File: src/rtl/twiddle_rom_arbiter_if.sv
// Requester-side bundle for the twiddle ROM arbiter: one request channel
// (valid/ready/addr) and one response strobe channel (no backpressure).
interface twiddle_rom_arbiter_if #(
    parameter int unsigned AW = 11,
    parameter int unsigned DW = 16
);
    logic          req_valid;
    logic [AW-1:0] req_addr;
    logic          req_ready;
    logic          rsp_valid;
    logic [DW-1:0] rsp_data;
    logic          rsp_err;

    // Requester (e.g. FFT butterfly) side
    modport master (
        output req_valid,
        output req_addr,
        input  req_ready,
        input  rsp_valid,
        input  rsp_data,
        input  rsp_err
    );

    // Arbiter side
    modport slave (
        input  req_valid,
        input  req_addr,
        output req_ready,
        output rsp_valid,
        output rsp_data,
        output rsp_err
    );
endinterface

File: src/rtl/twiddle_rom_arbiter.sv
// Round-robin arbiter sharing one synchronous twiddle-factor ROM between two
// requesters. Each accepted read carries a {port, err} tag down a pipeline that
// matches the ROM latency, so rom_dout is steered back to the issuing port.
module twiddle_rom_arbiter #(
    parameter int unsigned ROM_LATENCY = 2,    // 1..4
    parameter int unsigned MAX_ADDR    = 1024,
    parameter int unsigned AW          = 11,
    parameter int unsigned DW          = 16
) (
    input  logic                  clk,
    input  logic                  reset,
    twiddle_rom_arbiter_if.slave  port0,
    twiddle_rom_arbiter_if.slave  port1,
    output logic                  rom_ce,
    output logic                  rom_oce,
    output logic [AW-1:0]         rom_ad,
    input  logic [DW-1:0]         rom_dout
);

    typedef struct packed {
        logic vld;
        logic port;
        logic err;
    } tag_t;

    logic          last_q;     // last granted port; 1 after reset so port 0 wins first
    logic [AW-1:0] rom_ad_q;
    logic          gnt0;
    logic          gnt1;
    logic          accept;
    logic [AW-1:0] sel_addr;
    logic          sel_err;
    tag_t          new_tag;
    tag_t          tag_out;

    // Stage 0 is aligned with rom_ad; the remaining ROM_LATENCY stages follow
    // the ROM's internal pipeline, so the last stage lines up with rom_dout.
    tag_t [ROM_LATENCY:0] tag_q;

    logic          rsp0_valid_q;
    logic [DW-1:0] rsp0_data_q;
    logic          rsp0_err_q;
    logic          rsp1_valid_q;
    logic [DW-1:0] rsp1_data_q;
    logic          rsp1_err_q;

    // Grant: a lone requester always wins; on contention the port that was not
    // granted last wins.
    always_comb begin
        gnt0     = port0.req_valid && (!port1.req_valid || last_q);
        gnt1     = port1.req_valid && (!port0.req_valid || !last_q);
        accept   = gnt0 || gnt1;
        sel_addr = gnt1 ? port1.req_addr : port0.req_addr;
        sel_err  = sel_addr > AW'(MAX_ADDR);
        new_tag  = tag_t'{vld: accept, port: gnt1, err: accept && sel_err};
        tag_out  = tag_q[ROM_LATENCY];
    end

    assign port0.req_ready = gnt0;
    assign port1.req_ready = gnt1;

    // ROM is free-running whenever out of reset.
    assign rom_ce  = ~reset;
    assign rom_oce = ~reset;
    assign rom_ad  = rom_ad_q;

    // Issue stage: pointer and ROM address move only on an accepted request;
    // out-of-range indices read entry 0 instead of wrapping.
    always_ff @(posedge clk or posedge reset) begin
        if (reset) begin
            last_q   <= 1'b1;
            rom_ad_q <= '0;
        end else if (accept) begin
            last_q   <= gnt1;
            rom_ad_q <= sel_err ? '0 : sel_addr;
        end
    end

    // Tag pipeline shifts every cycle; idle cycles push empty tags.
    always_ff @(posedge clk or posedge reset) begin
        if (reset) begin
            tag_q <= '0;
        end else begin
            tag_q <= {tag_q[ROM_LATENCY-1:0], new_tag};
        end
    end

    // Response registers: one-cycle strobe to the tagged port; data/err hold
    // their last value while the strobe is low.
    always_ff @(posedge clk or posedge reset) begin
        if (reset) begin
            rsp0_valid_q <= 1'b0;
            rsp0_data_q  <= '0;
            rsp0_err_q   <= 1'b0;
            rsp1_valid_q <= 1'b0;
            rsp1_data_q  <= '0;
            rsp1_err_q   <= 1'b0;
        end else begin
            rsp0_valid_q <= tag_out.vld && !tag_out.port;
            rsp1_valid_q <= tag_out.vld && tag_out.port;
            if (tag_out.vld && !tag_out.port) begin
                rsp0_data_q <= tag_out.err ? '0 : rom_dout;
                rsp0_err_q  <= tag_out.err;
            end
            if (tag_out.vld && tag_out.port) begin
                rsp1_data_q <= tag_out.err ? '0 : rom_dout;
                rsp1_err_q  <= tag_out.err;
            end
        end
    end

    assign port0.rsp_valid = rsp0_valid_q;
    assign port0.rsp_data  = rsp0_data_q;
    assign port0.rsp_err   = rsp0_err_q;
    assign port1.rsp_valid = rsp1_valid_q;
    assign port1.rsp_data  = rsp1_data_q;
    assign port1.rsp_err   = rsp1_err_q;

endmodule

File: src/flat_wrapper.sv
// flat-port wrapper written by rule: the top's interface ports become plain ports
module twiddle_rom_arbiter_flat 
#(
    parameter int unsigned ROM_LATENCY = 2,           
    parameter int unsigned MAX_ADDR    = 1024,
    parameter int unsigned AW          = 11,
    parameter int unsigned DW          = 16
)
  (clk, reset, rom_ce, rom_oce, rom_ad, rom_dout, port0_req_valid, port0_req_addr, port0_req_ready, port0_rsp_valid, port0_rsp_data, port0_rsp_err, port1_req_valid, port1_req_addr, port1_req_ready, port1_rsp_valid, port1_rsp_data, port1_rsp_err);
  twiddle_rom_arbiter_if #(.AW(AW), .DW(DW)) port0_i ();
  twiddle_rom_arbiter_if #(.AW(AW), .DW(DW)) port1_i ();
  input  logic clk;
  input  logic reset;
  output logic rom_ce;
  output logic rom_oce;
  output logic [AW-1:0] rom_ad;
  input  logic [DW-1:0] rom_dout;
  input wire logic [$bits(port0_i.req_valid)-1:0] port0_req_valid;
  input wire logic [$bits(port0_i.req_addr)-1:0] port0_req_addr;
  output wire logic [$bits(port0_i.req_ready)-1:0] port0_req_ready;
  output wire logic [$bits(port0_i.rsp_valid)-1:0] port0_rsp_valid;
  output wire logic [$bits(port0_i.rsp_data)-1:0] port0_rsp_data;
  output wire logic [$bits(port0_i.rsp_err)-1:0] port0_rsp_err;
  input wire logic [$bits(port1_i.req_valid)-1:0] port1_req_valid;
  input wire logic [$bits(port1_i.req_addr)-1:0] port1_req_addr;
  output wire logic [$bits(port1_i.req_ready)-1:0] port1_req_ready;
  output wire logic [$bits(port1_i.rsp_valid)-1:0] port1_rsp_valid;
  output wire logic [$bits(port1_i.rsp_data)-1:0] port1_rsp_data;
  output wire logic [$bits(port1_i.rsp_err)-1:0] port1_rsp_err;
  assign port0_i.req_valid = port0_req_valid;
  assign port0_i.req_addr = port0_req_addr;
  assign port0_req_ready = port0_i.req_ready;
  assign port0_rsp_valid = port0_i.rsp_valid;
  assign port0_rsp_data = port0_i.rsp_data;
  assign port0_rsp_err = port0_i.rsp_err;
  assign port1_i.req_valid = port1_req_valid;
  assign port1_i.req_addr = port1_req_addr;
  assign port1_req_ready = port1_i.req_ready;
  assign port1_rsp_valid = port1_i.rsp_valid;
  assign port1_rsp_data = port1_i.rsp_data;
  assign port1_rsp_err = port1_i.rsp_err;
  twiddle_rom_arbiter #(.ROM_LATENCY(ROM_LATENCY), .MAX_ADDR(MAX_ADDR), .AW(AW), .DW(DW)) u_core (.clk(clk), .reset(reset), .port0(port0_i), .port1(port1_i), .rom_ce(rom_ce), .rom_oce(rom_oce), .rom_ad(rom_ad), .rom_dout(rom_dout));
endmodule
File: config.mk
export PLATFORM = sky130hd
export DESIGN_NAME = twiddle_rom_arbiter_flat
export DESIGN_NICKNAME = d
export VERILOG_FILES = /design/src/rtl/twiddle_rom_arbiter_if.sv /design/src/rtl/twiddle_rom_arbiter.sv /design/src/flat_wrapper.sv
export SDC_FILE = /design/constraint.sdc
export NUM_CORES = 1
export LEC_CHECK = 0
export BUFFER_PORTS_ARGS = -buffer_cell sky130_fd_sc_hd__buf_2
export CORE_ASPECT_RATIO = 0.75
export CORE_MARGIN = 8
export CORE_UTILIZATION = 48
export DETAILED_ROUTE_END_ITERATION = 8
export PLACE_DENSITY_LB_ADDON = 0.12
export SYNTH_ARGS = -nofsm -noshare
export SYNTH_HDL_FRONTEND = slang
export SYNTH_SLANG_ARGS = --single-unit
export TNS_END_PERCENT = 50
File: constraint.sdc
create_clock -name clk -period 3.5 [get_ports clk]
set_clock_uncertainty 0.2 [all_clocks]
set_input_delay 0.7 -clock clk [delete_from_list [all_inputs] [get_ports clk]]
set_output_delay 0.7 -clock clk [all_outputs]
set_load 0.005 [all_outputs]
==> results of run 1 <==
## layout make-up
| class | count | area, sq um |
|---|---|---|
| Fill cell | 407 | 1695 |
| Clock inverter | 5 | 102.6 |
| Multi-Input combinational cell | 131 | 803.3 |
| Sequential cell | 57 | 1428 |
| Timing Repair Buffer | 97 | 498.0 |
| Clock buffer | 11 | 141.4 |
| Tap cell | 60 | 75.07 |
| Inverter | 5 | 18.77 |
## sequential cells by signal, indices dropped and copies added, names as in the netlist, 3 cells and up
| register | cells |
|---|---|
| u_core.tag_out | 3 |
| u_core.tag_q | 6 |
| u_core.port0.rsp_data | 16 |
| u_core.rom_ad | 11 |
| u_core.port1.rsp_data | 16 |
## layer usage
metal / part of all wire / vias to the layer above
met5: 0 / -
met4: 0.013 / 0
met3: 0.093 / 8
met2: 0.44 / 54
met1: 0.45 / 798
li1: - / 888
## through the flow
step | utilization | hold slack, ns | std cells | worst slack, ns | instance area (sq um)
floorplan | - | 0.1312 | 206 | 0.3973 | 2315
global placement | 0.5927 | 0.1338 | 350 | 1.087 | 2823
detailed placement | 0.5927 | 0.1356 | 350 | 1.077 | 2823
CTS | 0.6440 | 0.1471 | 366 | 1.074 | 3067
global route | 0.6440 | 0.1561 | 366 | 1.019 | 3067
finish | 0.6440 | 0.1436 | 366 | 1.066 | 3067
## cell families after synthesis
kind of cell | after synthesis | share of synthesized area
compound gates | 46 | 0.1395
simple gates | 72 | 0.1481
buf+inv | 18 | 0.03621
flops | 57 | 0.6168
mux | 13 | 0.05946
## cells in the mapped netlist
library cell,count,area share
sky130_fd_sc_hd__inv_2,2,0.0032
sky130_fd_sc_hd__a21boi_4,1,0.0081
sky130_fd_sc_hd__buf_2,1,0.0022
sky130_fd_sc_hd__o31ai_2,10,0.054
sky130_fd_sc_hd__buf_1,1,0.0016
sky130_fd_sc_hd__nor2_1,3,0.0049
sky130_fd_sc_hd__buf_4,2,0.0065
sky130_fd_sc_hd__nand4_1,1,0.0027
sky130_fd_sc_hd__mux2i_1,10,0.043
sky130_fd_sc_hd__o21ai_1,32,0.069
sky130_fd_sc_hd__nor3_1,2,0.0043
sky130_fd_sc_hd__nor4b_1,2,0.0076
sky130_fd_sc_hd__inv_1,3,0.0049
sky130_fd_sc_hd__nor4_1,2,0.0054
sky130_fd_sc_hd__mux2_4,1,0.0065
sky130_fd_sc_hd__a21boi_1,1,0.0032
sky130_fd_sc_hd__dfrtp_1,56,0.61
sky130_fd_sc_hd__dfstp_2,1,0.011
sky130_fd_sc_hd__buf_6,1,0.0049
sky130_fd_sc_hd__mux2_1,2,0.0097
sky130_fd_sc_hd__a21oi_1,1,0.0022
sky130_fd_sc_hd__nand2_1,43,0.070
sky130_fd_sc_hd__a31oi_1,1,0.0027
sky130_fd_sc_hd__clkbuf_1,8,0.013
sky130_fd_sc_hd__nand2b_1,17,0.046
sky130_fd_sc_hd__nand4b_1,1,0.0038
sky130_fd_sc_hd__and4_1,1,0.0038
## how the worst max path moves through the flow
| stage | start | to | slack [ns] | cells after the start |
|---|---|---|---|---|
| after floorplan | reset | rom_oce | 0.40 | 2 |
| after global placement | port0_req_valid | port1_req_ready | 1.09 | 3 |
| after detailed placement | port0_req_valid | port1_req_ready | 1.08 | 3 |
| after CTS | port0_req_valid | port1_req_ready | 1.07 | 3 |
| after global routing | port1_req_valid | port1_req_ready | 1.02 | 3 |
| final | port0_req_valid | port1_req_ready | 1.07 | 3 |
## report_power, final
part	leakage (nW)	total (W)	internal [W]	switching, W
logic	0.734	0.000282	0.000134	0.000149
registers	0.716	0.000799	0.000748	0.0000511
clock network	0.120	0.000747	0.000491	0.000256
total	1.57	0.00183	0.00137	0.000455
==> flow_metrics.py, run 1 <==
metrics = {
    "timing": {
        "timing.max_slew.rel_slack": 0.3691,
        "hold_violations": 0,
        "totalNegativeSetupSlack_ns": 0,
        "max_freq_mhz": 410.9,
        "period_needed_ns": 2.434,
        "final.period_utilization": 0.6953,
        "rsz_0062_raised_after_global_routing": "no",
        "slew_violations": 0,
        "worstMarginPinSlew_ns": 0.9464,
        "final_setup_violating_endpoints": 0,
    },
    "finish": {
        "drive_gt1_frac": 0.4183,
        "fin_nets": 343,
        "antenna_diodes": 0,
        "layout.cells.most_common_list": "sky130_fd_sc_hd__buf_2 (92), sky130_fd_sc_hd__dfrtp_1 (56), sky130_fd_sc_hd__nand2_1 (43)",
        "most_common_library_cell_in_the_layout_ignoring_fill_and_taps": "sky130_fd_sc_hd__buf_2",
        "area_growth_pct": 32.49,
    },
    "worst_setup_path": {
        "worstReg2RegStart": "u_core.last_q",
        "timing.critical_path.fanout_max": 15,
        "cp_common_cell": "sky130_fd_sc_hd__buf_2",
        "regToRegSetupSlack_ns": 1.63,
        "critical_path_arrival_ns": 1.53,
        "cp_slowest_stage_delay_ns": 0.48,
        "timing.critical_path.slowest_stage_cell": "sky130_fd_sc_hd__a21boi_4",
        "crit_path_start_kind": "primary input",
        "r2r.worst_path.cells": 3,
        "reg2reg_to": "u_core.rom_ad[6]",
        "critical_path.n_buffers_inverters": 2,
        "critPathRequiredTime_ns": 2.60,
        "worst_setup_path_end_kind": "primary output",
        "critical_path_cell_list": "buf_2 -> a21boi_4 -> buf_2",
        "path_delay_family": "compound AO/OA/AOI/OAI gates",
        "path_class": "in2out",
    },
    "cts": {
        "cts-resized-gates": 0,
        "cts-root-buf": "sky130_fd_sc_hd__clkbuf_8",
        "post_cts.repair.setup_buffers": 0,
        "post_cts_hold_buffer_count": 0,
        "cts.htree.levels": 3,
        "clkSlewWorstSetupHoldPaths_ns": 0.06,
        "clk-insertion-delay-late_ns": 0.34,
        "clock_sinks": 57,
        "tritoncts_buffer_count": 9,
        "cts_max_path_buffers": 2,
        "cts_tree": "built",
    },
    "grt": {
        "antenna_found_initial": 0,
        "met2_track_usage_gr": 0.2255,
        "number_of_global_route_vias_before_repair": 1863,
        "globalRouteMet3Util": 0.09154,
        "grt_remaining_overflow": 0,
        "globalRouteTotalUtil": 0.1614,
        "first_pass_grt_wire_length_um": 9135,
        "met1_usage": 0.2043,
        "grt_busiest_layer": "met2",
        "grt_start_max_net_pins": 39,
    },
    "synth": {
        "synth_nets": 248,
        "synth_seq_area_share": 0.6168,
        "synth.cell_area_sq_um": 2315,
        "yosysWarningCount": 0,
        "synth_cell_types": 27,
        "synth_seq_cells": 57,
        "postSynthCellCount": 206,
        "synthesized_area_divided_by_synthesized_cell_count_sq_um": 11.24,
    },
    "drt": {
        "drt-initial-drc-count": 75,
        "via_count": 1748,
        "ant_nets": 0,
        "route.final.wire_length_um": 5470,
        "drt-wirelength-per-cell_um": 14.95,
        "first_pass_iters": 4,
        "drc": 0,
        "routed_via_density": 4.776,
    },
    "placed_design": {
        "dp_hpwl_um": 4100,
        "port_buffers": 92,
        "place.gp.congestion": 0.8075,
    },
    "die": {
        "floorplan.io_pins": 93,
        "start_util": 0.4861,
        "core_area_sq_um": 4762,
        "die_h_um": 76.14,
        "floorplan.rows": 22,
        "die_area_sq_um": 7324,
        "die-width_um": 96.19,
    },
    "min_path": {
        "hp-class": "reg2reg",
        "whs_endpoint": "u_core.tag_out[2]",
        "hold_depth": 0,
        "min_from": "u_core.tag_q[5]",
    },
    "power_and_ir_drop": {
        "power.density_nw_per_um2": 596.2,
        "total_leakage_power_nw": 1.570,
        "ir_drop_v": 0.0003623,
        "total_power_w": 0.001828,
    },
    "outcome": {
        "status": "completed",
    },
    "run": {
        "timing.max_cap.violations": 0,
    },
}
Note: power is estimated with default switching activity, not from simulation.
==> run 2, diff against run 1 <==
==> constraint.sdc (replaced) <==
create_clock -name clk -period 2.4 [get_ports clk]
set_clock_uncertainty 0.2 [all_clocks]
set_input_delay 0.48 -clock clk [delete_from_list [all_inputs] [get_ports clk]]
set_output_delay 0.48 -clock clk [all_outputs]
set_load 0.005 [all_outputs]
==> flow_metrics.py, run 2 (synthesis gave the netlist of run 1 again) <==
metrics = {
    "finish": {
        "drive_gt1_frac": 0.4169,
        "area_growth_pct": 29.95,
        "layout.cells.most_common_list": "sky130_fd_sc_hd__buf_2 (92), sky130_fd_sc_hd__dfrtp_1 (56), sky130_fd_sc_hd__nand2_1 (43)",
        "antenna_diodes": 0,
        "fin_nets": 344,
        "final_area_sq_um": 3008,
        "most_common_library_cell_in_the_layout_ignoring_fill_and_taps": "sky130_fd_sc_hd__buf_2",
    },
    "drt": {
        "route.final.wire_length_um": 5346,
        "met1_length_um": 2381,
        "drt-wirelength-per-cell_um": 14.57,
        "routed_via_density": 4.861,
        "wl_met2_um": 2478,
        "highest_layer": "met4",
        "via_count": 1784,
        "drt-initial-drc-count": 75,
        "first_pass_iters": 4,
        "drc": 0,
        "wl_met3_um": 440,
        "ant_nets": 0,
    },
    "power_and_ir_drop": {
        "total_power_w": 0.002340,
        "ir_drop_v": 0.0005048,
        "power.share.switching": 0.2674,
        "clock_power_share": 0.327,
        "total_switching_power_w": 0.0006257,
        "total_leakage_power_nw": 1.544,
        "power.density_nw_per_um2": 777.8,
        "power.internal_w": 0.001714,
        "power.sequential.fraction": 0.497,
        "pwr-share-comb": 0.176,
    },
    "timing": {
        "hold_violations": 0,
        "final.period_utilization": 0.7826,
        "max_freq_mhz": 532.4,
        "period_needed_ns": 1.878,
        "rsz_0062_raised_after_global_routing": "no",
        "final_setup_violating_endpoints": 0,
        "timing.max_slew.rel_slack": 0.6734,
        "worstMarginPinSlew_ns": 0.4899,
        "totalNegativeSetupSlack_ns": 0,
        "slew_violations": 0,
    },
    "die": {
        "die_h_um": 76.14,
        "die_area_sq_um": 7324,
        "floorplan.io_pins": 93,
        "start_util": 0.4861,
        "die-width_um": 96.19,
        "floorplan.rows": 22,
        "core_area_sq_um": 4762,
    },
    "grt": {
        "antenna_found_initial": 0,
        "grt_remaining_overflow": 0,
        "first_pass_grt_wire_length_um": 8859,
        "grt_start_max_net_pins": 34,
        "globalRouteTotalUtil": 0.1539,
        "number_of_global_route_vias_before_repair": 1869,
    },
    "run": {
        "timing.max_cap.violations": 0,
    },
    "cts": {
        "post_cts.repair.setup_buffers": 0,
        "cts_tree": "built",
        "cts-root-buf": "sky130_fd_sc_hd__clkbuf_8",
        "clk-insertion-delay-late_ns": 0.32,
        "cts-resized-gates": 0,
        "clock_sinks": 57,
        "clkSlewWorstSetupHoldPaths_ns": 0.06,
        "cts.htree.levels": 3,
        "cts_max_path_buffers": 2,
        "tritoncts_buffer_count": 9,
        "post_cts_hold_buffer_count": 0,
    },
    "worst_setup_path": {
        "critPathRequiredTime_ns": 1.72,
        "timing.critical_path.fanout_max": 4,
        "critical_path_arrival_ns": 1.20,
        "worst_setup_path_end_kind": "primary output",
        "cp_slowest_stage_delay_ns": 0.57,
        "timing.critical_path.slowest_stage_cell": "sky130_fd_sc_hd__dfstp_2",
        "crit_path_start_kind": "flop",
        "path_class": "reg2out",
        "critical_path_cell_list": "inv_1 -> a21boi_1 -> buf_2",
    },
    "placed_design": {
        "dp_hpwl_um": 4049,
        "placedInstanceArea_sq_um": 2834,
        "port_buffers": 92,
        "place.gp.congestion": 0.7968,
    },
    "min_path": {
        "hp-class": "in2async",
    },
    "outcome": {
        "status": "completed",
    },
}
==> run 2: cell types whose count changed in the layout (fill, tap and decap cells not counted), sizes merged <==
cell | previous run | this run
inv | 5 | 4
buf | 97 | 98
bufinv | 3 | 0
clkinv | 1 | 3
clkbuf | 11 | 13
==> run 2: power by group through the flow <==
stage	registers (W)	logic (W)	clock network [W]
floorplan	0.00118	0.000207	0
CTS	0.00117	0.000423	0.000792
global route	0.00118	0.000462	0.000838
finish	0.00116	0.000412	0.000765
global placement	0.00118	0.000418	0
detailed placement	0.00118	0.000422	0
==> run 2: final timing paths <==
check / cells past startpoint / from / to / slack [ns]
worst max-delay path: 3 / u_core.last_q / port0_req_ready / 0.52
worst max register to register: 4 / u_core.last_q / u_core.tag_q[0] / 0.82
worst min register to register: 0 / u_core.tag_q[4] / u_core.tag_out[1] / 0.15
max in group asynchronous: 3 / reset / u_core.last_q / 1.58
worst min-delay path: 3 / reset / u_core.port0.rsp_err / 0.12
min in group clk: 0 / u_core.tag_q[4] / u_core.tag_out[1] / 0.15
==> run 2: area by class of cell <==
cell class | count | area, sq um
clock inverters | 3 | 15.01
fillers | 409 | 1754
well taps | 60 | 75.07
inverters | 5 | 22.52
multi-input cells | 131 | 803.3
clock buffers | 13 | 158.9
flip-flops and latches | 57 | 1428
repair buffers | 98 | 505.5
==> run 2: critical path: cells and delay by family (launching register included) <==
family / cells / cell delay, ns
flip-flops: 1 / 0.57
buffers and inverters: 2 / 0.18
AO/OA/AOI/OAI: 1 / 0.13
==> run 2: per-layer routing <==
metal | up-vias | GRT usage
met3 | 8 | 0.06890
met1 | 830 | 0.1928
met2 | 53 | 0.2289
li1 | 893 | -
met5 | - | 0
met4 | 0 | 0.05054
==> run 2: stage by stage <==
step,util,hold slack (ns),std cells,setup WS (ns)
after floorplan,-,0.1312,206,0.06491
after global placement,0.5951,0.1339,351,0.6607
after detailed placement,0.5951,0.1347,351,0.6401
after CTS,0.6316,0.1224,367,0.4875
after global routing,0.6316,0.1491,367,0.4334
final,0.6316,0.1165,367,0.5218
==> run 3, diff against run 2 <==
--- a/config.mk
+++ b/config.mk
@@ -8,7 +8,7 @@
 export BUFFER_PORTS_ARGS = -buffer_cell sky130_fd_sc_hd__buf_2
 export CORE_ASPECT_RATIO = 0.75
 export CORE_MARGIN = 8
-export CORE_UTILIZATION = 48
+export CORE_UTILIZATION = 43
 export DETAILED_ROUTE_END_ITERATION = 8
 export PLACE_DENSITY_LB_ADDON = 0.12
 export SYNTH_ARGS = -nofsm -noshare
==> constraint.sdc (replaced) <==
create_clock -name clk -period 1.7 [get_ports clk]
set_clock_uncertainty 0.2 [all_clocks]
set_input_delay 0.34 -clock clk [delete_from_list [all_inputs] [get_ports clk]]
set_output_delay 0.34 -clock clk [all_outputs]
set_load 0.005 [all_outputs]
==> flow_metrics.py, run 3 (synthesis gave the netlist of run 1 again) <==
metrics = {
    "power_and_ir_drop": {
        "total_leakage_power_nw": 1.605,
        "power.density_nw_per_um2": 1130,
        "total_power_w": 0.003593,
        "ir_drop_v": 0.0006727,
    },
    "drt": {
        "routed_via_density": 4.657,
        "drc": 0,
        "first_pass_iters": 4,
        "via_count": 1793,
        "drt-wirelength-per-cell_um": 14.67,
        "route.final.wire_length_um": 5649,
        "ant_nets": 0,
        "drt-initial-drc-count": 54,
    },
    "placed_design": {
        "setup_slack_placement_ns": 0.07662,
        "dp_hpwl_um": 4063,
        "place.gp.congestion": 0.7445,
        "port_buffers": 92,
        "dp.cells": 365,
    },
    "grt": {
        "antenna_found_initial": 0,
        "grt_start_max_net_pins": 58,
        "grt_remaining_overflow": 0,
        "globalRouteTotalUtil": 0.1452,
        "first_pass_grt_wire_length_um": 9080,
        "number_of_global_route_vias_before_repair": 1838,
    },
    "cts": {
        "clkSlewWorstSetupHoldPaths_ns": 0.06,
        "cts_tree": "built",
        "tritoncts_buffer_count": 9,
        "clk-insertion-delay-late_ns": 0.32,
        "cts.htree.levels": 3,
        "cts-root-buf": "sky130_fd_sc_hd__clkbuf_8",
        "cts_max_path_buffers": 2,
        "clock_sinks": 57,
    },
    "timing": {
        "final.period_utilization": 1.007,
        "max_freq_mhz": 584.1,
        "rsz_0062_raised_after_global_routing": "yes",
        "worstMarginPinSlew_ns": 0.4894,
        "slew_violations": 0,
        "final_setup_violating_endpoints": 2,
        "hold_violations": 0,
        "timing.max_slew.rel_slack": 0.6737,
        "fin_ws_ns": -0.01211,
        "totalNegativeSetupSlack_ns": -0.01863,
        "period_needed_ns": 1.712,
    },
    "min_path": {
        "hp-class": "in2reg",
        "min_from": "port0_req_valid",
    },
    "finish": {
        "drive_gt1_frac": 0.4258,
        "antenna_diodes": 0,
        "area_growth_pct": 37.35,
        "most_common_library_cell_in_the_layout_ignoring_fill_and_taps": "sky130_fd_sc_hd__buf_2",
        "fin_nets": 348,
        "layout.cells.most_common_list": "sky130_fd_sc_hd__buf_2 (91), sky130_fd_sc_hd__dfrtp_1 (56), sky130_fd_sc_hd__nand2_1 (43)",
        "post_layout_nonfiller_instances": 385,
    },
    "die": {
        "floorplan.io_pins": 93,
        "floorplan.rows": 23,
        "die_area_sq_um": 8011,
        "die-width_um": 100.7,
        "die_h_um": 79.54,
        "core_area_sq_um": 5266,
        "start_util": 0.4395,
    },
    "worst_setup_path": {
        "timing.critical_path.fanout_max": 3,
        "worst_setup_path_end_kind": "primary output",
        "worst_setup_path_startpoint": "u_core.last_q",
        "path_class": "reg2out",
        "critical_path_arrival_ns": 1.17,
        "worstReg2RegStart": "u_core.last_q",
        "critPathRequiredTime_ns": 1.16,
        "crit_path_start_kind": "flop",
    },
    "outcome": {
        "failing_checks": "negative setup slack",
        "status": "finished with violations",
    },
    "run": {
        "timing.max_cap.violations": 0,
    },
}
run 3: per-layer routing:
| metal | track usage | wire length, um | part of all wire | vias up |
|---|---|---|---|---|
| met4 | 0.03459 | 8 | 0.0014 | 0 |
| met1 | 0.1831 | 2690 | 0.48 | 832 |
| met3 | 0.07927 | 471 | 0.083 | 2 |
| li1 | - | - | - | 908 |
| met2 | 0.2117 | 2477 | 0.44 | 51 |
| met5 | 0 | 0 | 0 | - |
run 3: area by class of cell:
class                      count  area (sq um)
fill                         478          2087
sequential                    57          1428
multi-input combinational    132         823.3
timing repair buffer         101         598.1
clock buffer                  13         178.9
tap                           75         93.84
clock inverter                 2         35.03
inverter                       5         22.52
run 3: metrics by stage:
stage          hold slack (ns)  utilization  cell area [sq um]
2_1_floorplan           0.1312            -               2322
3_3_place_gp            0.1327       0.5498               2895
3_5_place_dp            0.1379       0.5498               2895
4_1_cts               0.007408       0.6009               3164
5_1_grt                0.01684       0.6037               3179
6_report               0.03038       0.6037               3179
run 3: worst paths after layout:
check / cells after the start / slack (ns) / to
setup / recovery: 3 / -0.01 / port0_req_ready
hold / removal: 2 / 0.03 / u_core.last_q
setup reg to reg: 4 / 0.05 / u_core.rom_ad[7]
hold reg to reg: 0 / 0.15 / u_core.tag_q[4]
max in group asynchronous: 4 / 0.46 / u_core.last_q
min in group asynchronous: 4 / 0.54 / u_core.rom_ad[6]
run 3: critical path: stages, from the launching register on:
cell and delay (ns):
sky130_fd_sc_hd__dfstp_2 0.56, sky130_fd_sc_hd__inv_1 0.04, sky130_fd_sc_hd__a21boi_1 0.12, sky130_fd_sc_hd__buf_2 0.13
run 3: power by group:
part / switching (W) / internal, W
logic: 0.000324 / 0.000315
clock network: 0.000487 / 0.000826
registers: 0.0000995 / 0.00154
total: 0.000910 / 0.00268
run 3: repair_timing:
action                                 in CTS  in global routing
setup buffers                               3                  0
hold buffers                                1                  0
gates resized for setup                     4                  1
gates cloned                                0                  1
setup endpoints to repair                   2                 12
pin swaps                                   2                  1
endpoints found under the hold margin      56                  0
